<file path="config.mk">
export PLATFORM = sky130hd
export DESIGN_NAME = lpc_synth
export DESIGN_NICKNAME = d
export VERILOG_FILES = /design/src/rtl/lpc_synth.sv
export SDC_FILE = /design/constraint.sdc
export NUM_CORES = 2
export LEC_CHECK = 0
export CAP_MARGIN = 10
export CORE_ASPECT_RATIO = 1.4
export CORE_UTILIZATION = 60
export DETAILED_ROUTE_END_ITERATION = 10
export MAX_ROUTING_LAYER = met4
export PLACE_DENSITY = 0.88
export SLEW_MARGIN = 20
export SYNTH_ARGS = -nofsm -noshare
export SYNTH_HDL_FRONTEND = slang
export SYNTH_SLANG_ARGS = --single-unit
</file>
<file path="constraint.sdc">
create_clock -name d_clk -period 17.9 [get_ports d_clk]
set_input_delay 1.79 -clock d_clk [delete_from_list [all_inputs] [get_ports d_clk]]
set_output_delay 1.79 -clock d_clk [all_outputs]
set_load 0.05 [all_outputs]
</file>
<file path="src/rtl/lpc_synth.sv">
// -----------------------------------------------------------------------------
// lpc_synth -- LPC speech synthesiser
//
// Purpose:
//   Holds one frame of 10 predictor coefficients plus voicing, pitch and gain,
//   and produces one synthesised sample per accepted sample strobe. Each sample
//   starts from an excitation (an impulse train when voiced, scaled LFSR noise
//   when unvoiced). That excitation drives a 10th-order direct-form all-pole
//   filter, evaluated with a single multiply-accumulate that handles one tap
//   per cycle.
//
// Ports:
//   d_clk      in   1   clock
//   rst        in   1   synchronous reset, active-high
//   coef_load  in   1   capture A1..A10, voiced, pitch, gain into shadow regs
//   A1..A10    in  16   signed predictor coefficients, Q3.12
//   voiced     in   1   1 = impulse-train excitation, 0 = noise
//   pitch      in  16   pitch period in samples (values below 2 act as 2)
//   gain       in  16   excitation amplitude (0..32767)
//   v          in   1   sample strobe
//   y          out 16   signed synthesised sample, valid with vout
//   vout       out  1   one-cycle pulse, y valid
//   busy       out  1   high while a sample is being computed
//   overrun    out  1   one-cycle pulse, a strobe arrived while busy (dropped)
//
// Timing: a strobe sampled in IDLE gives EXC (1) -> MAC (10) -> OUT (1).
// The result registers on the edge that leaves OUT, so vout is high 12 cycles
// after the edge that sampled v.
// -----------------------------------------------------------------------------
module lpc_synth #(
   parameter int          COEF_FRAC = 12,
   parameter int          ACC_W     = 40,
   parameter logic [15:0] LFSR_SEED = 16'hACE1
) (
   input  logic               d_clk,
   input  logic               rst,
   input  logic               coef_load,
   input  logic signed [15:0] A1,
   input  logic signed [15:0] A2,
   input  logic signed [15:0] A3,
   input  logic signed [15:0] A4,
   input  logic signed [15:0] A5,
   input  logic signed [15:0] A6,
   input  logic signed [15:0] A7,
   input  logic signed [15:0] A8,
   input  logic signed [15:0] A9,
   input  logic signed [15:0] A10,
   input  logic               voiced,
   input  logic [15:0]        pitch,
   input  logic [15:0]        gain,
   input  logic               v,
   output logic signed [15:0] y,
   output logic               vout,
   output logic               busy,
   output logic               overrun
);

   typedef enum logic [1:0] {S_IDLE, S_EXC, S_MAC, S_OUT} state_t;

   state_t                   state_q;
   logic [3:0]               k_q;
   logic signed [ACC_W-1:0]  acc_q;
   logic signed [15:0]       hist_q     [10];
   logic signed [15:0]       sh_coef_q  [10];
   logic signed [15:0]       act_coef_q [10];
   logic                     sh_voiced_q, act_voiced_q;
   logic [15:0]              sh_pitch_q, act_pitch_q;
   logic [15:0]              sh_gain_q, act_gain_q;
   logic [15:0]              pcnt_q;
   logic [15:0]              lfsr_q;
   logic signed [15:0]       y_q;
   logic                     vout_q, busy_q, overrun_q;

   // Frame values seen on the cycle a strobe is accepted: a coef_load on that
   // same cycle takes precedence over the shadow registers.
   logic signed [15:0]       coef_in    [10];
   logic signed [15:0]       coef_src_d [10];
   logic                     voiced_src_d;
   logic [15:0]              pitch_src_d, gain_src_d;

   assign coef_in[0] = A1;
   assign coef_in[1] = A2;
   assign coef_in[2] = A3;
   assign coef_in[3] = A4;
   assign coef_in[4] = A5;
   assign coef_in[5] = A6;
   assign coef_in[6] = A7;
   assign coef_in[7] = A8;
   assign coef_in[8] = A9;
   assign coef_in[9] = A10;

   for (genvar gi = 0; gi < 10; gi++) begin : g_coef_src
      assign coef_src_d[gi] = coef_load ? coef_in[gi] : sh_coef_q[gi];
   end

   assign voiced_src_d = coef_load ? voiced : sh_voiced_q;
   assign pitch_src_d  = coef_load ? pitch  : sh_pitch_q;
   assign gain_src_d   = coef_load ? gain   : sh_gain_q;

   // ---------------- excitation ----------------
   logic [15:0]        p_eff_d, pcnt_eff_d, pcnt_next_d, lfsr_next_d;
   logic signed [32:0] lfsr_ext_d, gain_ext_d, noise_prod_d;
   logic signed [15:0] e_noise_d, e_d;

   assign p_eff_d     = (act_pitch_q < 16'd2) ? 16'd2 : act_pitch_q;
   // A pitch shrink that leaves the counter past the period restarts the cycle.
   assign pcnt_eff_d  = (pcnt_q >= p_eff_d) ? 16'd0 : pcnt_q;
   assign pcnt_next_d = (pcnt_eff_d == p_eff_d - 16'd1) ? 16'd0 : pcnt_eff_d + 16'd1;

   assign lfsr_next_d = {lfsr_q[0] ^ lfsr_q[2] ^ lfsr_q[3] ^ lfsr_q[5], lfsr_q[15:1]};

   // Both operands widened to 33 bits so the product is exact; >>>15 floors.
   assign lfsr_ext_d   = {{17{lfsr_q[15]}}, lfsr_q};
   assign gain_ext_d   = {17'd0, act_gain_q};
   assign noise_prod_d = lfsr_ext_d * gain_ext_d;
   assign e_noise_d    = 16'(noise_prod_d >>> 15);

   assign e_d = act_voiced_q ? ((pcnt_eff_d == 16'd0) ? act_gain_q : 16'sd0) : e_noise_d;

   // ---------------- MAC datapath ----------------
   logic signed [31:0]      coef_ext_d, hist_ext_d, mac_prod_d;
   logic signed [ACC_W-1:0] acc_exc_d, acc_mac_d, acc_shift_d;
   logic                    in_range_d;
   logic signed [15:0]      y_sat_d;

   assign coef_ext_d = {{16{act_coef_q[k_q][15]}}, act_coef_q[k_q]};
   assign hist_ext_d = {{16{hist_q[k_q][15]}}, hist_q[k_q]};
   assign mac_prod_d = coef_ext_d * hist_ext_d;

   assign acc_exc_d = {{(ACC_W-16-COEF_FRAC){e_d[15]}}, e_d, {COEF_FRAC{1'b0}}};
   assign acc_mac_d = acc_q - {{(ACC_W-32){mac_prod_d[31]}}, mac_prod_d};

   // Floor to integer, then clamp: the value fits 16 bits only when every bit
   // from 15 upward equals the sign.
   assign acc_shift_d = acc_q >>> COEF_FRAC;
   assign in_range_d  = (&acc_shift_d[ACC_W-1:15]) | ~(|acc_shift_d[ACC_W-1:15]);
   assign y_sat_d     = in_range_d ? acc_shift_d[15:0]
                      : (acc_shift_d[ACC_W-1] ? 16'sh8000 : 16'sh7FFF);

   // ---------------- control FSM ----------------
   always_ff @(posedge d_clk) begin
      if (rst) begin
         state_q      <= S_IDLE;
         k_q          <= '0;
         acc_q        <= '0;
         pcnt_q       <= '0;
         lfsr_q       <= LFSR_SEED;
         y_q          <= '0;
         vout_q       <= 1'b0;
         busy_q       <= 1'b0;
         overrun_q    <= 1'b0;
         sh_voiced_q  <= 1'b0;
         act_voiced_q <= 1'b0;
         sh_pitch_q   <= 16'd2;
         act_pitch_q  <= 16'd2;
         sh_gain_q    <= '0;
         act_gain_q   <= '0;
         for (int i = 0; i < 10; i++) begin
            hist_q[i]     <= '0;
            sh_coef_q[i]  <= '0;
            act_coef_q[i] <= '0;
         end
      end else begin
         vout_q    <= 1'b0;
         overrun_q <= v && (state_q != S_IDLE);

         if (coef_load) begin
            for (int i = 0; i < 10; i++) sh_coef_q[i] <= coef_in[i];
            sh_voiced_q <= voiced;
            sh_pitch_q  <= pitch;
            sh_gain_q   <= gain;
         end

         case (state_q)
            S_IDLE: begin
               if (v) begin
                  for (int i = 0; i < 10; i++) act_coef_q[i] <= coef_src_d[i];
                  act_voiced_q <= voiced_src_d;
                  act_pitch_q  <= pitch_src_d;
                  act_gain_q   <= gain_src_d;
                  // Entering voiced mode starts a fresh pitch period.
                  if (voiced_src_d && !act_voiced_q) pcnt_q <= '0;
                  state_q <= S_EXC;
                  busy_q  <= 1'b1;
               end
            end
            S_EXC: begin
               acc_q  <= acc_exc_d;
               if (act_voiced_q) pcnt_q <= pcnt_next_d;
               lfsr_q <= lfsr_next_d;
               k_q    <= '0;
               state_q <= S_MAC;
            end
            S_MAC: begin
               acc_q <= acc_mac_d;
               k_q   <= k_q + 4'd1;
               if (k_q == 4'd9) state_q <= S_OUT;
            end
            S_OUT: begin
               y_q       <= y_sat_d;
               vout_q    <= 1'b1;
               hist_q[0] <= y_sat_d;
               for (int i = 1; i < 10; i++) hist_q[i] <= hist_q[i-1];
               state_q <= S_IDLE;
               busy_q  <= 1'b0;
            end
            default: state_q <= S_IDLE;
         endcase
      end
   end

   assign y       = y_q;
   assign vout    = vout_q;
   assign busy    = busy_q;
   assign overrun = overrun_q;

endmodule

</file>
==> results.txt <==
Clk root buf - clkbuf_16
I/O pin count - 216
Final Util - 66.8%
Final period utilization - 63.7%
Vias per cell - 6.05
First-pass GRT wire length - 204000 um
Layout Cells excl Fill - 5959
DR pass1 iterations - 11
Largest net degree at the start of global routing - 117
EDFF count, synth - 480
Syn Nets - 5655
Seq. cell area - 17800 um2
Share of cells above drive strength 1 - 6.01%
# placed instances - 5838
Outcome - complete, but fails checks
Fmax - 87.7 MHz
Clock-pin transition on the worst setup and hold timing paths - 0.07 ns
Mux cell area share after synthesis - 5.62%
Vias in the first global route - 37600
CP Capture Type - flop
IO buf count - 215
# fillers - 5541
Htree depth - 2
Layout Skew - 0.0591 ns
Largest family of logic cells by synthesized area - adder cells
FF-to-FF setup slack - 6.49 ns
Hpwl dp - 93200 um
Overall die width - 242 um
Cells after Synth - 4756
Setup_tns - 0 ns
Die ar. - 82000 um2
Register bit total from synthesis - 647
YS warnings - 0
Post-synth top area cell - edfxtp_1
Longest Clk Path Bufs - 3
Initial antenna violation count - 8
Via count - 36000
Cts bufs inserted - 59
Worst EP arrival - 12.00 ns
Failing checks - design-rule violations
Compound-Gate Fraction of Synth Area - 8.07%
Slowest CP cell - buf_4
GR Util All Layers - 32.9%
Routed wire length - 130000 um
HP Class - reg2reg
Worst-margin pin slew - 1.12 ns
Area grow syn2layout - 10.4%
DR iter-0 viols - 3603
Final min period - 11.41 ns
TritonCTS clock tree - built
Post-cts resize count - 0
Synth area leaders - edfxtp_1 30%, fa_1 19%, dfxtp_1 6.9%
Post-synth top flop - edfxtp_1
RSZ-0062 raised after global routing - false
CP Launch Type - flop
Post-Syn Area - 48500 um2
Initial Utilization - 60.5%
Slew Viols, Final - 0
Die Height - 338 um
Worst Path Required - 18.49 ns
Sequential element share of the synthesized area - 36.6%
Grt ovf - 0
Post-Synth Adder-Cell Area - 25.2%
CP max FO - 48
# rows - 123
Hold Vio Cnt, Final - 0
Yosys cell types - 84
# hold bufs at CTS - 0
Most common cell in the synthesized netlist - inv_1
Worst Setup Path Type - reg2reg
Total of max-cap violations - 0
Share of flip-flops with an asynchronous set or reset - 0%
Post-CTS Setup Repair Bufs - 0
# setup viols final - 0
Yosys top cell area share - 29.7%
Post-Syn Area per Cell - 10.2 um2
Routed wire per std cell - 21.8 um
RePlAce Congestion - 1.01
Relative slew slack - 25.6%
Clock Sinks - 647
Worst path most repeated cell - fa_1
Clk_lat worst skew - 0.70 ns
Antenna Nets Post-Route - 0
Core Region - 80200 um2
Max incr delay on CP - 0.77 ns
Post-Synth XOR/XNOR Area - 1.75%
Post-Synth Simple-Gate Area - 16.2%
Post-synth top cells - 587 x inv_1, 524 x nand2_1, 480 x edfxtp_1
Fin nets - 5736
Multi-input gate area - 27600 um2
DRC Markers - 2
cell usage in the layout (no fill, tap or decap), types with 60 or more instances in the layout:
master and count:
nor2_1 454, nand2b_1 202, and2_1 260, a21oi_1 273, mux4_2 64, xnor2_1 60, ha_1 246, clkdlybuf4s50_1 213
o21ai_0 89, dfxtp_1 163, inv_1 585, edfxtp_1 480, fa_1 456, mux2i_1 99, clkbuf_16 60, nand2_1 524
flip-flops by register name, indices dropped and copies added (netlist names), named ones only:
| signal | count |
|---|---|
| acc_q | 40 |
| busy | 1 |
| sh_pitch_q | 16 |
| act_coef_q | 160 |
| state_q | 2 |
| y | 16 |
| act_pitch_q | 16 |
| pcnt_q | 16 |
| sh_voiced_q | 1 |
| hist_q | 160 |
| lfsr_q | 16 |
| sh_gain_q | 16 |
| act_gain_q | 16 |
| act_voiced_q | 1 |
| sh_coef_q | 160 |
| vout | 1 |
| overrun | 1 |
| k_q | 4 |
worst paths after layout:
path	end	start	cells after the start
worst max-delay path	acc_q[32]$_SDFFE_PP0N_	flop	36
worst min-delay path	y[3]$_SDFFE_PP0P_	y[3]$_SDFFE_PP0P_	1
worst max register to register	acc_q[32]$_SDFFE_PP0N_	flop	36
worst min register to register	y[3]$_SDFFE_PP0P_	y[3]$_SDFFE_PP0P_	1
per-layer routing:
| layer | vias up | wire length (um) | track usage, % |
|---|---|---|---|
| met5 | - | 0 | - |
| met4 | 0 | 7590 | 17.5 |
| met3 | 461 | 10900 | 4.52 |
| met2 | 2062 | 65400 | 55.0 |
| met1 | 17600 | 46100 | 38.8 |
| li1 | 15900 | - | - |
worst max-delay path: cells and delay by family, from the launching register on:
family	cells	cell delay [ns]
adders and majority gates	8	3.62
DFF	1	0.54
and+or+nand+nor	6	1.30
muxes	3	1.17
xor gates and xnor gates	1	0.14
AOI/OAI and AO/OA	12	3.16
buffers and inverters	6	1.35
through the flow:
step	area [um2]	setup WS (ns)	hold slack, ns
floorplan	48500	7.52	0.438
global placement	51500	6.70	0.437
detailed placement	51500	6.50	0.448
CTS	53500	6.46	0.466
global route	53500	5.77	0.486
finish	53500	6.49	0.467
logic make-up after synthesis:
logic type,count (synthesis)
buffers and inverters,840
adder cells (fa/ha/maj),702
XOR/XNOR,94
multiplexers,189
AO/OA/AOI/OAI,638
flip-flops,647
AND/OR/NAND/NOR,1646
final cells by class:
type                    count  share of cell area [%]
diodes                      9                  0.0421
clock buffers              72                    2.97
clock inverters            40                   0.799
inverters                 589                    4.15
multi-input cells        3269                    51.5
flip-flops and latches    647                    33.2
well taps                1062                    2.48
repair buffers            271                    4.83
Power is not shown: default switching activity piles up to over one toggle a cycle in this logic, so the estimate is an artifact.
